File: src/rtl/prco_bootloader.sv
// rtl/prco_bootloader.sv - UART frame loader that fills instruction memory and releases the core
// Frame: MAGIC, len_hi, len_lo, len x (hi, lo), 8-bit sum of data bytes.
module prco_bootloader #(
    parameter logic [7:0] MAGIC     = 8'hA5,
    parameter int         MAX_WORDS = 1024,
    parameter int         TIMEOUT   = 1000000
) (
    input  logic        i_clk,
    input  logic        i_reset,
    input  logic        i_rx_valid,
    input  logic [7:0]  i_rx_data,
    output logic        q_rx_ready,
    output logic        q_mem_we,
    output logic [15:0] q_mem_addr,
    output logic [15:0] q_mem_dina,
    output logic        q_core_reset,
    output logic        q_core_en,
    output logic        q_ack_valid,
    output logic [7:0]  q_ack_data,
    input  logic        i_ack_ready,
    output logic        q_done,
    output logic        q_error,
    output logic [1:0]  q_err_code
);

    localparam int TW = $clog2(TIMEOUT + 1);

    typedef enum logic [2:0] {
        IDLE, LEN_HI, LEN_LO, DATA_HI, DATA_LO, CSUM, RESP, RUN
    } state_t;

    state_t state, next_state;

    logic [TW-1:0] timer;
    logic [7:0]    len_hi;
    logic [15:0]   word_len;
    logic [15:0]   word_addr;
    logic [7:0]    hi_byte;
    logic [7:0]    csum;

    logic          accept;
    logic          ack_fire;
    logic          in_frame;
    logic          timed_out;
    logic [15:0]   frame_len;
    logic          set_err;
    logic [1:0]    err_next;
    logic          resp_ok;

    assign in_frame     = (state == LEN_HI) || (state == LEN_LO) || (state == DATA_HI) ||
                          (state == DATA_LO) || (state == CSUM);
    assign q_rx_ready   = (state == IDLE) || in_frame;
    assign q_ack_valid  = (state == RESP);
    assign q_core_reset = (state != RUN);
    assign q_core_en    = (state == RUN);
    assign q_done       = (state == RUN);

    assign accept    = i_rx_valid & q_rx_ready;
    assign ack_fire  = q_ack_valid & i_ack_ready;
    assign frame_len = {len_hi, i_rx_data};
    // An accepted byte always wins over an expiring timer.
    assign timed_out = in_frame && !accept && (timer == TW'(TIMEOUT - 1));

    always_ff @(posedge i_clk or posedge i_reset) begin
        if (i_reset) begin
            state <= IDLE;
        end else begin
            state <= next_state;
        end
    end

    always_comb begin
        next_state = state;
        set_err    = 1'b0;
        err_next   = 2'd0;
        resp_ok    = 1'b0;
        case (state)
            IDLE: begin
                if (accept && i_rx_data == MAGIC) begin
                    next_state = LEN_HI;
                end
            end
            LEN_HI: begin
                if (accept) begin
                    next_state = LEN_LO;
                end
            end
            LEN_LO: begin
                if (accept) begin
                    if ({1'b0, frame_len} > 17'(MAX_WORDS)) begin
                        next_state = RESP;
                        set_err    = 1'b1;
                        err_next   = 2'd1;
                    end else if (frame_len == 16'd0) begin
                        next_state = CSUM;
                    end else begin
                        next_state = DATA_HI;
                    end
                end
            end
            DATA_HI: begin
                if (accept) begin
                    next_state = DATA_LO;
                end
            end
            DATA_LO: begin
                if (accept) begin
                    next_state = (word_addr + 16'd1 == word_len) ? CSUM : DATA_HI;
                end
            end
            CSUM: begin
                if (accept) begin
                    next_state = RESP;
                    if (i_rx_data == csum) begin
                        resp_ok = 1'b1;
                    end else begin
                        set_err  = 1'b1;
                        err_next = 2'd2;
                    end
                end
            end
            RESP: begin
                if (ack_fire) begin
                    next_state = q_error ? IDLE : RUN;
                end
            end
            RUN: begin
                next_state = RUN;
            end
            default: begin
                next_state = IDLE;
            end
        endcase
        if (timed_out) begin
            next_state = RESP;
            set_err    = 1'b1;
            err_next   = 2'd3;
        end
    end

    always_ff @(posedge i_clk or posedge i_reset) begin
        if (i_reset) begin
            timer      <= '0;
            len_hi     <= 8'd0;
            word_len   <= 16'd0;
            word_addr  <= 16'd0;
            hi_byte    <= 8'd0;
            csum       <= 8'd0;
            q_mem_we   <= 1'b0;
            q_mem_addr <= 16'd0;
            q_mem_dina <= 16'd0;
            q_ack_data <= 8'd0;
            q_error    <= 1'b0;
            q_err_code <= 2'd0;
        end else begin
            q_mem_we <= 1'b0;

            if (in_frame && !accept) begin
                timer <= timer + TW'(1);
            end else begin
                timer <= '0;
            end

            if (accept) begin
                case (state)
                    IDLE: begin
                        if (i_rx_data == MAGIC) begin
                            csum       <= 8'd0;
                            word_addr  <= 16'd0;
                            q_error    <= 1'b0;
                            q_err_code <= 2'd0;
                        end
                    end
                    LEN_HI:  len_hi   <= i_rx_data;
                    LEN_LO:  word_len <= frame_len;
                    DATA_HI: begin
                        hi_byte <= i_rx_data;
                        csum    <= csum + i_rx_data;
                    end
                    DATA_LO: begin
                        csum       <= csum + i_rx_data;
                        q_mem_we   <= 1'b1;
                        q_mem_addr <= word_addr;
                        q_mem_dina <= {hi_byte, i_rx_data};
                        word_addr  <= word_addr + 16'd1;
                    end
                    default: begin
                    end
                endcase
            end

            if (set_err) begin
                q_error    <= 1'b1;
                q_err_code <= err_next;
                q_ack_data <= 8'h15;
            end else if (resp_ok) begin
                q_ack_data <= 8'h06;
            end
        end
    end

endmodule
File: config.mk
export PLATFORM = sky130hd
export DESIGN_NAME = prco_bootloader
export DESIGN_NICKNAME = d
export VERILOG_FILES = /design/src/rtl/prco_bootloader.sv
export SDC_FILE = /design/constraint.sdc
export NUM_CORES = 1
export LEC_CHECK = 0
export ABC_AREA = 0
export BUFFER_PORTS_ARGS = -buffer_cell sky130_fd_sc_hd__buf_4
export CAP_MARGIN = 30
export CORE_ASPECT_RATIO = 1.4
export CORE_MARGIN = 2
export CORE_UTILIZATION = 40
export CTS_BUF_LIST = sky130_fd_sc_hd__clkbuf_4 sky130_fd_sc_hd__clkbuf_8
export CTS_CLUSTER_DIAMETER = 50
export DETAILED_ROUTE_END_ITERATION = 8
export SLEW_MARGIN = 20
export SYNTH_ARGS = -nofsm -noshare
export SYNTH_HDL_FRONTEND = slang
export SYNTH_SLANG_ARGS = --single-unit
File: constraint.sdc
create_clock -name i_clk -period 12 [get_ports i_clk]
set_input_delay 2.4 -clock i_clk [delete_from_list [all_inputs] [get_ports i_clk]]
set_output_delay 2.4 -clock i_clk [all_outputs]
set_load 0.1 [all_outputs]
==> impl_metrics.json, run 1 <==
{
  "status": "finished, final reports clean",
  "diodes": 0,
  "clk-insertion-delay-late_ps": 430,
  "grt_max_degree": 52,
  "grt_pass1_vias": 4552,
  "fin_crit_sh": 0.3556,
  "initial_core_util": 0.4086,
  "cts_max_path_buffers": 2,
  "nets": 683,
  "rows": 52,
  "vias": 4501,
  "yosysTopAreaCellShare": 0.4981,
  "hpwl_mm": 8.918,
  "avgSynthCellArea_sq_um": 9.639,
  "postLayoutCoreUtil": 0.4723,
  "fin_setup_tns_ps": 0,
  "drt-total-wl_mm": 12.90,
  "cts_setup_buffers": 0,
  "grt_pass1_wl_mm": 22.33,
  "start_kind": "input pin",
  "fp.dieW_microns": 106.9,
  "hold_violations": 0,
  "fmax_ghz": 0.2344,
  "cts.htree.levels": 4,
  "viasPerCell": 5.216,
  "setup_viol": 0,
  "cts_buffers": 17,
  "yosys_warnings": 0,
  "design_area_sq_um": 6853,
  "drt_first_iter_violations": 210,
  "grt_use_total": 0.1770,
  "worst_hold_slack_ps": 464.5,
  "ys_top_cells_by_area": "dfrtp_1, nand2_1, mux2_2",
  "finClkSkew_ps": 6.900,
  "synth-seq-cells": 118,
  "syn2layout_area_growth_pct": 15.60,
  "max_cap_viol_count": 0,
  "worstMarginPinSlew_ps": 588.5,
  "crit_path_end_kind": "flop",
  "crit_slowest_cell": "or4b_1",
  "core-area_sq_um": 14510,
  "slew_headroom": 0.6077,
  "synthArstFlopShare": 1.000,
  "final.min_clock_period_ps": 4267,
  "p_leak_nw": 3.211,
  "routedWlPerCell_microns": 14.95,
  "root_buffer": "clkbuf_8",
  "dieArea_sq_um": 15820,
  "die_h_microns": 148.0,
  "final_cells": 863,
  "synth_top_family_by_area": "simple AND/OR/NAND/NOR gates",
  "slowest_delay_ps": 520,
  "cts_num_sinks": 118,
  "synthAdderAreaFrac": 0.02237,
  "cts_resized": 0,
  "synth_top_area_cell": "dfrtp_1",
  "ctsHoldBuffers": 0,
  "cp_max_fo": 5,
  "synthMuxAreaShare": 0.05867,
  "placed_area_sq_um": 6492,
  "synth-xor-area-share": 0.06796,
  "synthSimpleGateAreaFrac": 0.1999,
  "seq_area_frac_synth": 0.4981,
  "rsz0062_at_grt": "no",
  "slew_viol_final": 0,
  "path_class": "input pin to flop",
  "arrival_ps": 4620,
  "dp.cells": 830,
  "drc": 0,
  "synth-compound-area-share": 0.1129,
  "synth_edf_count": 0,
  "synthCells": 615,
  "drive_above_1_share": 0.2092,
  "antenna_found_initial": 0,
  "cts_tree": "done",
  "clk_pin_slew_ps": 70,
  "critical_path_required_ps": 12350,
  "grt_overflow": 0,
  "place_congestion": 0.8550,
  "irDropWorstVdd_mv": 0.2528,
  "ant_nets": 0,
  "synth_flop_cell": "dfrtp_1",
  "min_path_type": "flop to flop",
  "io_pins": 61,
  "io_buffer_count": 56,
  "syn_area_sq_um": 5928,
  "yosysUniqueCellTypes": 60,
  "crit_path_cell_trace": "buf_4 > ha_1 > a21o_1 > a21oi_1 > o21bai_1 > a2111oi_1 > nor3b_1 > or4b_1 > o211ai_1",
  "dr.pass1.iters": 5,
  "power_density_nw_per_um2": 272.1
}
==> per-layer routing <==
layer / global-route usage / wire, microns / vias to the layer above
met2: 0.2946 / 6527 / 109
met3: 0.04365 / 494 / 13
met5: 0 / 0 / -
met1: 0.2248 / 5712 / 2181
met4: 0.05974 / 165 / 0
li1: - / - / 2198
==> placed cells by master, fill, tap and decap left out, drive strengths merged, types with 4 or more instances in the layout <==
cell type,synthesis,layout
a21o,4,4
a21oi,18,18
and2,8,8
and3,7,7
and4,6,6
buf,15,64
clkbuf,25,19
clkinv,0,5
clkinvlp,0,8
conb,1,4
dfrtp,118,118
ha,9,9
inv,14,14
mux2,30,30
nand2,129,129
nand2b,4,4
nand3,24,24
nand4,9,9
nor2,36,36
nor2b,4,4
nor3,8,8
o211ai,8,8
o21ai,35,35
o31ai,9,9
xnor2,19,19
xor2,27,27
==> sequential cells by signal, summed over array words and instances (netlist names) <==
signal / count
timer: 20
q_mem_addr: 16
q_mem_dina: 16
word_addr: 16
word_len: 16
csum: 8
hi_byte: 8
len_hi: 8
q_ack_data: 3
state: 3
q_err_code: 2
q_error: 1
q_mem_we: 1
==> metrics by stage <==
step	power (mW)	setup slack (ps)
2_1_floorplan	1.381	6471
3_3_place_gp	1.543	7094
3_5_place_dp	1.563	7069
4_1_cts	1.878	7533
5_1_grt	1.977	7597
6_report	1.864	7733
==> critical path: cells and delay by family <==
family	cells	cell delay, ps
compound gates	5	1110
simple gates	2	660
fa+ha+maj	1	310
buf+inv	1	130
==> path summary, 6_finish.rpt <==
kind                              start             end  slack [ps]  cells after the start
min in group asynchronous       i_reset         csum[5]        1980                      2
max in group asynchronous       i_reset   q_mem_addr[4]        8920                      4
setup / recovery           i_rx_data[1]         csum[7]        7730                      9
hold / removal               hi_byte[7]  q_mem_dina[15]         460                      2
setup reg to reg               state[1]   word_addr[10]        9230                      7
hold reg to reg              hi_byte[7]  q_mem_dina[15]         460                      2
==> Yosys cell counts (3+ instances only) <==
master and n:
buf_4 6, ha_1 9, a21oi_1 18, nand2_1 127
dfrtp_1 118, nand4_1 9, nand2b_1 4, nor2_1 36
xor2_1 27, clkbuf_1 25, nor2b_1 4, o21ai_0 35
o31ai_1 9, nor3_1 8, nor4_1 3, nand3_1 24
a31oi_1 3, and4_1 5, inv_1 14, xnor2_1 19
o21bai_1 3, and3_1 7, and2_1 8, o211ai_1 8
a21o_1 3, o22ai_1 3, mux2_2 30, or2_2 3
buf_2 7
==> kinds of logic (layout without fill, tap and decap cells) <==
kind of cell,count (synthesis),in the layout
AO/OA/AOI/OAI,102,102
flip-flops,118,118
other,1,4
adder cells (fa/ha/maj),10,10
multiplexers,31,31
buffers and inverters,54,110
AND/OR/NAND/NOR,253,253
XOR/XNOR,46,46
==> where the power goes <==
group / switching (mW) / leakage (nW) / internal [mW]
combinational: 0.643 / 1.52 / 0.259
clock: 0.162 / 0.155 / 0.147
sequential: 0.130 / 1.53 / 0.522
total: 0.936 / 3.21 / 0.929
==> final cells by class <==
cell class	instances	area (sq um)
inverters	14	55.05
clock inverters	13	85.08
flip-flops and latches	118	2953
clock buffers	19	255.2
fillers	1341	7656
repair buffers	64	510.5
well taps	189	236.5
multi-input cells	446	2758
No activity file was read; power rests on OpenSTA's default activity.
==> run 2: changes to the inputs <==
==> constraint.sdc (replaced) <==
create_clock -name i_clk -period 4.26 [get_ports i_clk]
set_input_delay 0.852 -clock i_clk [delete_from_list [all_inputs] [get_ports i_clk]]
set_output_delay 0.852 -clock i_clk [all_outputs]
set_load 0.1 [all_outputs]
==> run 2 against run 1 <==
Effect of this change: first-iteration DRC count is 11% higher; clock power rose to 3.9 times the previous value; global-route usage grew 0.23 points; wire length rose by 2.9%; cell count is 0.12% higher; combinational power increased to 2.8 times the previous value.
==> impl_metrics.json, run 2 (synthesized netlist as in run 1, its figures left out) <==
{
  "grt_overflow": 0,
  "ant_nets": 0,
  "dieArea_sq_um": 15820,
  "grt_pass1_vias": 4530,
  "finClkSkew_ps": 15.99,
  "slowest_delay_ps": 520,
  "path_class": "input pin to flop",
  "initial_core_util": 0.4086,
  "cts_resized": 0,
  "fp.dieW_microns": 106.9,
  "cts_num_sinks": 118,
  "reg2reg_from": "word_addr[0]",
  "antenna_found_initial": 0,
  "grt_max_degree": 69,
  "core-area_sq_um": 14510,
  "io_pins": 61,
  "rows": 52,
  "cp_max_fo": 5,
  "die_h_microns": 148.0,
  "power_density_nw_per_um2": 801.0,
  "dr.pass1.iters": 5,
  "final_common_cell": "nand2_1",
  "arrival_ps": 3070,
  "worstMarginPinSlew_ps": 561.4,
  "cp_top_family": "compound AO/OA/AOI/OAI gates",
  "crit_path_end_kind": "flop",
  "irDropWorstVdd_mv": 0.8702,
  "fin_crit_sh": 0.6379,
  "mostFrequentLayoutCells": "nand2_1, dfrtp_1, buf_4",
  "hpwl_mm": 9.159,
  "startpoint": "i_rx_data[1]",
  "p_leak_nw": 3.282,
  "crit_slowest_cell": "or4b_1",
  "clk-insertion-delay-late_ps": 450,
  "hold_violations": 0,
  "io_buffer_count": 56,
  "cts_tree": "done",
  "rsz0062_at_grt": "no",
  "critical_path_required_ps": 4620,
  "drc": 0,
  "vias": 4562,
  "nets": 684,
  "cts_buffers": 17,
  "slew_viol_final": 0,
  "critPathBufInv": 1,
  "max_cap_viol_count": 0,
  "root_buffer": "clkbuf_8",
  "dp_slack_ps": 1104,
  "status": "finished, final reports clean",
  "start_kind": "input pin",
  "final.min_clock_period_ps": 2717,
  "power.total_mw": 5.584,
  "cts_max_path_buffers": 2,
  "crit_path_cell_trace": "buf_4 > ha_1 > a21o_1 > a21oi_1 > o21bai_1 > a2111oi_1 > nor3b_1 > or4b_1 > o211ai_1",
  "fin_setup_tns_ps": 0,
  "worst_r2r_path_depth": 8,
  "clk_pin_slew_ps": 80,
  "fmax_ghz": 0.3680,
  "drt_first_iter_violations": 234,
  "finalWorstSetupSlack_ps": 1543,
  "syn2layout_area_growth_pct": 17.58,
  "viasPerCell": 5.280,
  "cts_setup_buffers": 0,
  "grt_use_total": 0.1793,
  "drive_above_1_share": 0.2104,
  "n_fill_cell": 1377,
  "top_register": "timer",
  "place_congestion": 0.8375,
  "largest_reg_flops": 20,
  "grt_pass1_wl_mm": 22.60,
  "ctsHoldBuffers": 0,
  "min_path_type": "input pin to async pin",
  "cts.htree.levels": 4,
  "routedWlPerCell_microns": 15.36,
  "diodes": 0,
  "slew_headroom": 0.6228,
  "drt-total-wl_mm": 13.27,
  "reg2reg_slack_ps": 1620,
  "r2r-end": "state[1]",
  "setup_viol": 0
}
run 2: area by class of cell:
cell class / count / area, sq um / area share
flip-flops and latches: 118 / 2953 / 0.4236
clock inverters: 13 / 201.4 / 0.02890
multi-input cells: 446 / 2758 / 0.3956
clock buffers: 19 / 261.5 / 0.03752
repair buffers: 65 / 505.5 / 0.07252
well taps: 189 / 236.5 / 0.03393
inverters: 14 / 55.05 / 0.007898
run 2: how the worst max path moves through the flow:
stage	to	slack, ps	cells after the start
4_1_cts	csum[7]	1530	9
2_1_floorplan	csum[0]	280	1
6_report	csum[7]	1540	9
5_1_grt	csum[7]	1400	9
3_3_place_gp	csum[7]	1190	9
3_5_place_dp	csum[7]	1100	9
run 2: power by group:
group | total [mW] | internal [mW] | switching, mW | leakage, nW
Sequential | 1.83 | 1.47 | 0.361 | 1.53
Combinational | 2.55 | 0.731 | 1.82 | 1.52
Clock | 1.20 | 0.725 | 0.477 | 0.228
Total | 5.58 | 2.93 | 2.66 | 3.28
run 2: per-layer routing:
| metal | vias to the layer above | routed length, microns | track usage |
|---|---|---|---|
| met5 | - | 0 | 0 |
| met2 | 97 | 6659 | 0.2885 |
| li1 | 2201 | - | - |
| met4 | 0 | 242 | 0.06753 |
| met3 | 24 | 443 | 0.03924 |
| met1 | 2240 | 5927 | 0.2368 |
run 2: stage by stage:
stage	std cells	hold WS, ps	area (sq um)	util
after floorplan	618	433.1	5939	-
after global placement	830	447.1	6475	0.4463
after detailed placement	831	461.6	6480	0.4466
after CTS	863	473.6	6943	0.4785
after global routing	864	297.3	6970	0.4804
final	864	311.4	6970	0.4804
